===== config.mk =====
export PLATFORM = sky130hd
export DESIGN_NAME = stopwatch_sequencer
export DESIGN_NICKNAME = d
export VERILOG_FILES = /design/src/rtl/stopwatch_pkg.sv /design/src/rtl/stopwatch_sequencer_sync_edge_detect.sv /design/src/rtl/stopwatch_sequencer.sv
export SDC_FILE = /design/constraint.sdc
export NUM_CORES = 1
export LEC_CHECK = 0
export ABC_AREA = 1
export BUFFER_PORTS_ARGS = -buffer_cell sky130_fd_sc_hd__buf_2
export CAP_MARGIN = 0
export CORE_ASPECT_RATIO = 1.75
export CORE_MARGIN = 8
export CORE_UTILIZATION = 30
export DETAILED_ROUTE_END_ITERATION = 12
export PLACE_DENSITY = 0.49
export REMOVE_ABC_BUFFERS = 1
export SLEW_MARGIN = 40
export SYNTH_ARGS = -nofsm -noshare
export SYNTH_HDL_FRONTEND = slang
export SYNTH_SLANG_ARGS = --single-unit

===== constraint.sdc =====
create_clock -name in_clock -period 1.5 [get_ports in_clock]
set_clock_uncertainty 0.05 [all_clocks]
set_input_delay 0.3 -clock in_clock [delete_from_list [all_inputs] [get_ports in_clock]]
set_output_delay 0.3 -clock in_clock [all_outputs]
set_load 0.05 [all_outputs]

===== src/rtl/stopwatch_pkg.sv =====
// Shared types and constants for the stopwatch sequencer slice.
package stopwatch_pkg;

  // bit 1 = adjust axis, bit 0 = pause axis
  typedef enum logic [1:0] {
    NORM_RUN    = 2'b00,
    NORM_PAUSED = 2'b01,
    ADJ_RUN     = 2'b10,
    ADJ_PAUSED  = 2'b11
  } seq_state_e;

  localparam logic [1:0] COUNT_MODE_CARRY = 2'b00;
  localparam logic [1:0] COUNT_MODE_SEC   = 2'b01;
  localparam logic [1:0] COUNT_MODE_MIN   = 2'b10;

  localparam int NUM_DIGITS = 4;

  localparam logic [NUM_DIGITS-1:0] ANODE_D0 = 4'b0111;
  localparam logic [NUM_DIGITS-1:0] ANODE_D1 = 4'b1011;
  localparam logic [NUM_DIGITS-1:0] ANODE_D2 = 4'b1101;
  localparam logic [NUM_DIGITS-1:0] ANODE_D3 = 4'b1110;

  function automatic logic [NUM_DIGITS-1:0] anode_for(input logic [1:0] digit);
    case (digit)
      2'd0:    anode_for = ANODE_D0;
      2'd1:    anode_for = ANODE_D1;
      2'd2:    anode_for = ANODE_D2;
      default: anode_for = ANODE_D3;
    endcase
  endfunction

endpackage


===== src/rtl/stopwatch_sequencer_sync_edge_detect.sv =====
// Level synchronizer with rising-edge detect. STAGES=1 treats the input as already
// synchronous, so the only flop is the edge history (reset to 1 to mask held inputs).
module sync_edge_detect #(
  parameter int STAGES = 2
) (
  input  logic in_clock,
  input  logic in_reset,
  input  logic d_i,
  output logic level_o,
  output logic rise_o
);

  logic hist_q;

  generate
    if (STAGES <= 1) begin : g_direct
      assign level_o = d_i;
    end else begin : g_sync
      logic [STAGES-1:0] sync_q;
      always_ff @(posedge in_clock or posedge in_reset) begin
        if (in_reset) sync_q <= '0;
        else          sync_q <= {sync_q[STAGES-2:0], d_i};
      end
      assign level_o = sync_q[STAGES-1];
    end
  endgenerate

  always_ff @(posedge in_clock or posedge in_reset) begin
    if (in_reset) hist_q <= 1'b1;
    else          hist_q <= level_o;
  end

  assign rise_o = level_o & ~hist_q;

endmodule


===== src/rtl/stopwatch_sequencer.sv =====
// Enable-based run/pause/adjust sequencer and digit scanner for the MM:SS stopwatch.
// Optional colon on digit 1 via the decimal point: define SEQ_COLON_DP_EN.
module stopwatch_sequencer
  import stopwatch_pkg::*;
#(
  parameter int SYNC_STAGES = 2
) (
  input  logic       in_clock,
  input  logic       in_reset,
  input  logic       in_pause_btn,
  input  logic       in_clear_btn,
  input  logic       in_adjust_sw,
  input  logic       in_select_sw,
  input  logic       in_tick_1hz,
  input  logic       in_tick_2hz,
  input  logic       in_tick_scan,
  input  logic       in_blink_phase,
  output logic       out_count_en,
  output logic [1:0] out_count_mode,
  output logic       out_clear,
  output logic [1:0] out_digit_sel,
  output logic [3:0] out_anode,
  output logic       out_blank,
  output logic       out_paused,
  output logic       out_dp
);

  logic adj_s, sel_s, pause_rise, clear_rise;
  logic adj_rise, sel_rise, pause_lvl, clear_lvl;
  logic unused_taps;
  assign unused_taps = ^{adj_rise, sel_rise, pause_lvl, clear_lvl};

  sync_edge_detect #(.STAGES(SYNC_STAGES)) u_adj_sync (
    .in_clock(in_clock), .in_reset(in_reset), .d_i(in_adjust_sw),
    .level_o(adj_s), .rise_o(adj_rise));

  sync_edge_detect #(.STAGES(SYNC_STAGES)) u_sel_sync (
    .in_clock(in_clock), .in_reset(in_reset), .d_i(in_select_sw),
    .level_o(sel_s), .rise_o(sel_rise));

  sync_edge_detect #(.STAGES(1)) u_pause_edge (
    .in_clock(in_clock), .in_reset(in_reset), .d_i(in_pause_btn),
    .level_o(pause_lvl), .rise_o(pause_rise));

  sync_edge_detect #(.STAGES(1)) u_clear_edge (
    .in_clock(in_clock), .in_reset(in_reset), .d_i(in_clear_btn),
    .level_o(clear_lvl), .rise_o(clear_rise));

  seq_state_e state_q, state_d;
  logic       count_en_q, count_en_d;
  logic [1:0] count_mode_q, count_mode_d;
  logic       clear_q, clear_d;
  logic [1:0] digit_q, digit_d;
  logic [3:0] anode_q, anode_d;
  logic       blank_q, blank_d;
  logic       paused_q, pause_axis_d;
  logic       dp_d;

  // Every decision below is taken against state_q, i.e. the state before this edge.
  always_comb begin
    pause_axis_d = state_q[0] ^ pause_rise;
    state_d      = seq_state_e'({adj_s, pause_axis_d});
    count_en_d   = 1'b0;
    count_mode_d = count_mode_q;
    clear_d      = clear_rise;
    if (!clear_rise) begin
      if (state_q == NORM_RUN && in_tick_1hz) begin
        count_en_d   = 1'b1;
        count_mode_d = COUNT_MODE_CARRY;
      end else if (state_q == ADJ_RUN && in_tick_2hz) begin
        count_en_d   = 1'b1;
        count_mode_d = sel_s ? COUNT_MODE_SEC : COUNT_MODE_MIN;
      end
    end
    digit_d = digit_q;
    anode_d = anode_q;
    blank_d = blank_q;
    if (in_tick_scan) begin
      digit_d = digit_q + 2'd1;
      anode_d = anode_for(digit_d);
      blank_d = state_q[1] && !in_blink_phase && (digit_d[1] == sel_s);
    end
    dp_d = ~((digit_d == 2'd1) &&
             ((state_q == NORM_RUN && in_blink_phase) || state_q == NORM_PAUSED));
  end

  always_ff @(posedge in_clock or posedge in_reset) begin
    if (in_reset) begin
      state_q      <= NORM_RUN;
      count_en_q   <= 1'b0;
      count_mode_q <= COUNT_MODE_CARRY;
      clear_q      <= 1'b0;
      digit_q      <= 2'd0;
      anode_q      <= ANODE_D0;
      blank_q      <= 1'b0;
      paused_q     <= 1'b0;
    end else begin
      state_q      <= state_d;
      count_en_q   <= count_en_d;
      count_mode_q <= count_mode_d;
      clear_q      <= clear_d;
      digit_q      <= digit_d;
      anode_q      <= anode_d;
      blank_q      <= blank_d;
      paused_q     <= pause_axis_d;
    end
  end

`ifdef SEQ_COLON_DP_EN
  logic dp_q;
  always_ff @(posedge in_clock or posedge in_reset) begin
    if (in_reset) dp_q <= 1'b1;
    else          dp_q <= dp_d;
  end
  assign out_dp = dp_q;
`else
  logic unused_dp;
  assign unused_dp = dp_d;
  assign out_dp    = 1'b1;
`endif

  assign out_count_en   = count_en_q;
  assign out_count_mode = count_mode_q;
  assign out_clear      = clear_q;
  assign out_digit_sel  = digit_q;
  assign out_anode      = anode_q;
  assign out_blank      = blank_q;
  assign out_paused     = paused_q;

endmodule


==> results of run 1 <==
synthesized netlist by cell type, drive strengths merged:
cell type and n:
inv 12, dfstp 5, nand4 2, buf 1, ha 4, o21ai 7
nor2 5, nand2 17, conb 1, dfrtp 14, xor2 3
sequential cells by signal, summed over array words and instances, names as in the netlist:
name	cells
out_digit_sel	2
u_adj_sync.g_sync.sync_q	2
u_clear_edge.hist_q	1
out_blank	1
state_q	2
u_pause_edge.hist_q	1
out_count_mode	2
out_clear	1
out_count_en	1
out_anode	4
u_sel_sync.g_sync.sync_q	2
cell usage in the layout, fill, tap and decap left out:
cell	synthesis	layout
dfrtp_1	14	14
inv_2	1	1
clkbuf_8	0	3
dfstp_2	5	5
o21ai_0	6	6
buf_2	0	21
o21ai_1	1	1
ha_1	4	4
inv_1	11	11
nand4_1	2	2
clkinv_2	0	1
nand2_1	17	17
xor2_1	3	3
buf_4	1	1
nor2_2	1	1
conb_1	1	1
nor2_1	4	4
worst min-delay path: cells and delay by family:
family / cells / cell delay [ns]
buffers and inverters: 3 / 0.37
stage by stage:
stage               utilization, %  worst slack [ns]
floorplan                        -          -0.00891
global placement              36.4             0.318
detailed placement            36.4             0.270
CTS                           38.3            0.0968
global route                  38.3            0.0654
finish                        38.3             0.113
cell type report:
cell class,instances,area [um^2]
fill,249,1500
sequential,19,482
multi-input combinational,39,213
timing repair buffer,22,113
inverter,12,45.0
clock buffer,3,41.3
tap,26,32.5
clock inverter,1,5.00
per-layer routing:
metal / wire, um / share of wire [%]
met5: 0 / 0
met4: 19 / 1.3
met3: 78 / 5.3
met2: 835 / 57
met1: 529 / 36
cell families after synthesis:
family / share of synthesized area [%]
fa+ha+maj: 6.70
other cells: 0.502
xor+xnor: 3.52
compound gates: 4.69
simple gates: 13.1
buf+inv: 7.04
flops: 64.5
power groups by stage:
| stage | logic (mW) | clock network [mW] | registers [mW] |
|---|---|---|---|
| floorplan | 0.206 | 0 | 1.17 |
| global placement | 0.814 | 0 | 0.749 |
| detailed placement | 0.824 | 0 | 0.760 |
| CTS | 0.832 | 0.364 | 0.749 |
| global route | 0.883 | 0.387 | 0.770 |
| finish | 0.815 | 0.344 | 0.747 |
worst min path at each step:
stage | slack [ns] | end | cells after the start | from
after floorplan | 0.20 | out_anode[3] | 1 | in_reset
final | 0.001 | u_sel_sync.g_sync.sync_q[1] | 3 | in_reset
after global placement | 0.28 | out_count_mode[0] | 3 | in_reset
after global routing | 0.02 | u_sel_sync.g_sync.sync_q[1] | 3 | in_reset
after detailed placement | 0.28 | out_count_mode[1] | 3 | in_reset
after CTS | 0.003 | u_adj_sync.g_sync.sync_q[0] | 3 | in_reset
==> metrics.cfg, run 1 <==
[run_status]
outcome = complete, no violations

[clocking]
cts_buffer_depth = 2
cts.sinks = 19
post_cts_resized = 0
post_cts_buffers = 0
postCtsHoldBufs = 0
insertion_delay_ns = 0.25
htree_levels = 1
cts_tree = done
cts.clk_slew.worst_paths_ns = 0.07
cts_buffers = 3
cts-root-buf = clkbuf_8

[synthesis]
yosys-top-cells-area = dfrtp_1, dfstp_2, nand2_1
post_synth.cell_area_avg_um2 = 10.5
ys_seq_area_share_pct = 64.5
synth_cells = 71
syn_area_um2 = 747
synth.distinct_cells = 14
ys_warn_count = 0
synth_top_area_cell = dfrtp_1
synth_top_area_share_pct = 46.9
postSynthRegisterBits = 19

[pwr]
p_total_mw = 1.91
switching_power_mw = 0.872
pwr_density_cell_mw_per_mm2 = 2050
p_sw_share_pct = 45.7
p_clk_share_pct = 18.0
comb_power_share_pct = 42.8
p_int_mw = 1.03
power.sequential.fraction_pct = 39.2
leakage_nw = 0.514
peakVddDrop_v = 0.000769

[sta]
period_needed_ns = 1.39
grt_setup_unrepaired = no
setup_viol = 0
maxSlewViolCount = 0
finalHoldViolations = 0
whs_ns = 0.00119
max_clock_freq_mhz = 721
tns_ns = 0
period_share_pct = 92.5

[floorplanning]
dieArea_mm2 = 0.00441
pin_count = 23
core_mm2 = 0.00243
fp.dieW_um = 53.7
rows = 24
die_y_um = 82.0
start_util_pct = 30.7

[worst_setup_path]
worst-path-buf-inv = 1
worstReg2RegEnd = out_blank
critPathCapture = out_anode[1]
cp_data_arrival_time_ns = 1.04
path_class = register to primary output
critical_path_peak_fanout = 2
required_ns = 1.15
slowest_stage = dfstp_2
cp_num_cells = 1
path_delay_family = flip-flops
critical_path.cell_chain = buf_2
reg2reg_from = out_digit_sel[0]
endpoint_kind = primary output
critPathLaunchType = register
startpoint = out_anode[1]
ff2ff_path_depth = 4
r2r_setup_slack_ns = 0.24
critPathMaxStageDelay_ns = 0.53

[routing]
drtIter0Drc = 14
drc_errors = 0
viasPerCell = 4.26
postRouteAntennaNets = 0
wirelength_um = 1460
dr.pass1.iters = 4
num_vias = 520
wl_per_cell_um = 12.0

[global_route]
grt.met2_usage_pct = 12.6
antenna_found_initial = 0
grt_pass1_wl_um = 2500
grt_busiest_layer = met2
grt.total_usage_pct = 7.77
grt.met3_usage_pct = 2.54
grt_pass1_vias = 593
grt_max_degree = 20
grt_overflow = 0
use_met1_pct = 8.12

[placed_design]
hpwl_um = 1140
numPortBuffers = 21
place_inst = 118
place_area_um2 = 885
gp_congestion = 0.743

[layout]
final_area_um2 = 931
fin_nets = 111
finalNonFillerCells = 122
antenna_cells = 0
drive_gt1_share_pct = 34.4
areaGrowthSynthToFinish_pct = 24.6

[worst_hold_path]
hold_class = input port to async pin

[run]
maxCapViolations = 0

(Power assumes the default switching activity.)
==> inputs of run 2 (changes only) <==
- BUFFER_PORTS_ARGS: -buffer_cell sky130_fd_sc_hd__buf_2 -> -buffer_cell sky130_fd_sc_hd__clkbuf_2
==> run 2 against run 1 <==
Final cell count increased by 0.82%. Register-to-register slack about the same. Combinational power fell by 0.5%. Flip-flop and latch count is the same.
==> metrics.cfg, run 2 (synthesis results as in run 1) <==
[global_route]
antenna_found_initial = 0  ; unchanged
grt_pass1_wl_um = 2390  ; -4.4%
grt_overflow = 0  ; unchanged
grt.total_usage_pct = 7.34  ; -0.43 points
grt_pass1_vias = 597  ; +0.67%
grt_max_degree = 20  ; unchanged

[pwr]
p_int_mw = 1.04  ; +0.18%
p_total_mw = 1.91  ; +0.15%
peakVddDrop_v = 0.000619  ; -19%
p_clk_share_pct = 18.1  ; about the same
comb_power_share_pct = 42.5  ; -0.3 points
p_sw_share_pct = 45.7  ; about the same
pwr_density_cell_mw_per_mm2 = 2030  ; -0.79%
leakage_nw = 0.516  ; +0.50%
power.sequential.fraction_pct = 39.4  ; +0.2 points
switching_power_mw = 0.873  ; +0.11%

[floorplanning]
rows = 24  ; unchanged
dieArea_mm2 = 0.00441  ; unchanged
start_util_pct = 30.7  ; unchanged
core_mm2 = 0.00243  ; unchanged
die_y_um = 82.0  ; unchanged
fp.dieW_um = 53.7  ; unchanged
pin_count = 23  ; unchanged

[layout]
fin_nets = 112  ; +0.90%
final_area_um2 = 940  ; +0.94%
largest_reg_flops = 4  ; unchanged
most-common-layout-cells = clkbuf_2, nand2_1, dfrtp_1
fillers = 249  ; unchanged
finalNonFillerCells = 123  ; +0.82%
drive_gt1_share_pct = 33.0  ; -1.4 points
antenna_cells = 0  ; unchanged
fin_util_pct = 38.6  ; +0.36 points
areaGrowthSynthToFinish_pct = 25.8
final_common_cell = clkbuf_2
seq_area_um2 = 482  ; unchanged
multi_input_area_um2 = 213  ; unchanged

[placed_design]
gp_congestion = 0.742  ; -0.13%
hpwl_um = 1100  ; -3.3%
place_area_um2 = 885  ; unchanged
numPortBuffers = 21  ; unchanged
place_inst = 118  ; unchanged
dpl_worst_slack_ns = 0.269  ; -0.00105 ns

[sta]
period_share_pct = 93.6  ; +1.1 points
tns_ns = 0  ; unchanged
finalHoldViolations = 0  ; unchanged
period_needed_ns = 1.40  ; +0.0171 ns
setup_ws_ns = 0.0962  ; -0.0171 ns
maxSlewViolCount = 0  ; unchanged
grt_setup_unrepaired = no
whs_ns = 0.0953  ; +0.0941 ns
setup_viol = 0  ; unchanged
max_clock_freq_mhz = 712  ; -1.2%

[clocking]
cts_tree = done
cts_buffer_depth = 2  ; unchanged
cts_buffers = 3  ; unchanged
insertion_delay_ns = 0.25  ; about the same
post_cts_resized = 0  ; unchanged
htree_levels = 1  ; unchanged
cts-root-buf = clkbuf_8
cts.sinks = 19  ; unchanged
cts.clk_slew.worst_paths_ns = 0.07  ; about the same

[worst_setup_path]
worst-path-buf-inv = 1  ; unchanged
path_delay_family = flip-flops
critPathLaunchType = register
startpoint = out_anode[1]
required_ns = 1.15  ; about the same
critical_path_peak_fanout = 2  ; unchanged
reg2reg_from = out_digit_sel[0]
slowest_stage = dfstp_2
r2r_setup_slack_ns = 0.24  ; about the same
endpoint_kind = primary output
critical_path.cell_chain = clkbuf_2
path_class = register to primary output
cp_data_arrival_time_ns = 1.05  ; about the same
critPathMaxStageDelay_ns = 0.53  ; about the same

[routing]
dr.pass1.iters = 2  ; -2
drtIter0Drc = 13  ; -1
viasPerCell = 4.15  ; -2.5%
drc_errors = 0  ; unchanged
wirelength_um = 1380  ; -5.5%
postRouteAntennaNets = 0  ; unchanged
wl_per_cell_um = 11.2  ; -6.3%
num_vias = 511  ; -1.7%

[run]
maxCapViolations = 0  ; unchanged

[worst_hold_path]
hold_class = input port to register
hp-start = in_pause_btn

[run_status]
outcome = complete, no violations

==> run 2: changes by cell type in the layout (fill, tap and decap cells not counted) <==
cell,previous run,this run
buf_2,21,0
clkbuf_1,0,1
clkbuf_2,0,21
clkinv_2,1,0
dlygate4sd3_1,0,1
==> run 2: cell type report <==
class | count | share of cell area, %
sequential | 19 | 51.3
multi-input combinational | 39 | 22.6
timing repair buffer | 23 | 13.0
clock buffer | 4 | 4.79
inverter | 12 | 4.79
tap | 26 | 3.46
==> run 2: worst register-to-register path: stages (launching register included) <==
cell and delay [ns]:
dfrtp_1 0.44, inv_1 0.09, ha_1 0.34, xor2_1 0.18, o21ai_1 0.07
==> run 2: final timing paths <==
kind	endpoint	cells after the start
min in group asynchronous	u_adj_sync.g_sync.sync_q[0]	4
max in group asynchronous	u_clear_edge.hist_q	4
max reg2reg	out_blank	4
min	u_pause_edge.hist_q	1
min reg2reg	state_q[1]	0
max	out_anode[1]	1
==> run 2: power by group through the flow <==
stage	registers (mW)	logic (mW)	clock network, mW
2_1_floorplan	1.17	0.206	0
3_3_place_gp	0.754	0.809	0
3_5_place_dp	0.765	0.815	0
4_1_cts	0.756	0.827	0.359
5_1_grt	0.777	0.880	0.381
6_report	0.753	0.811	0.345
==> run 2: timing repair <==
action	4_1_cts	5_1_grt
endpoints found under the hold margin	14	0
hold buffers	1	0
buffers inserted	0	0
==> run 2: metal layers <==
metal | wire length (um) | global-route usage, % | up-vias
li1 | - | - | 264
met1 | 507 | 7.14 | 236
met2 | 782 | 12.6 | 9
met3 | 73 | 1.99 | 2
met4 | 19 | 5.33 | 0
met5 | 0 | 0 | -
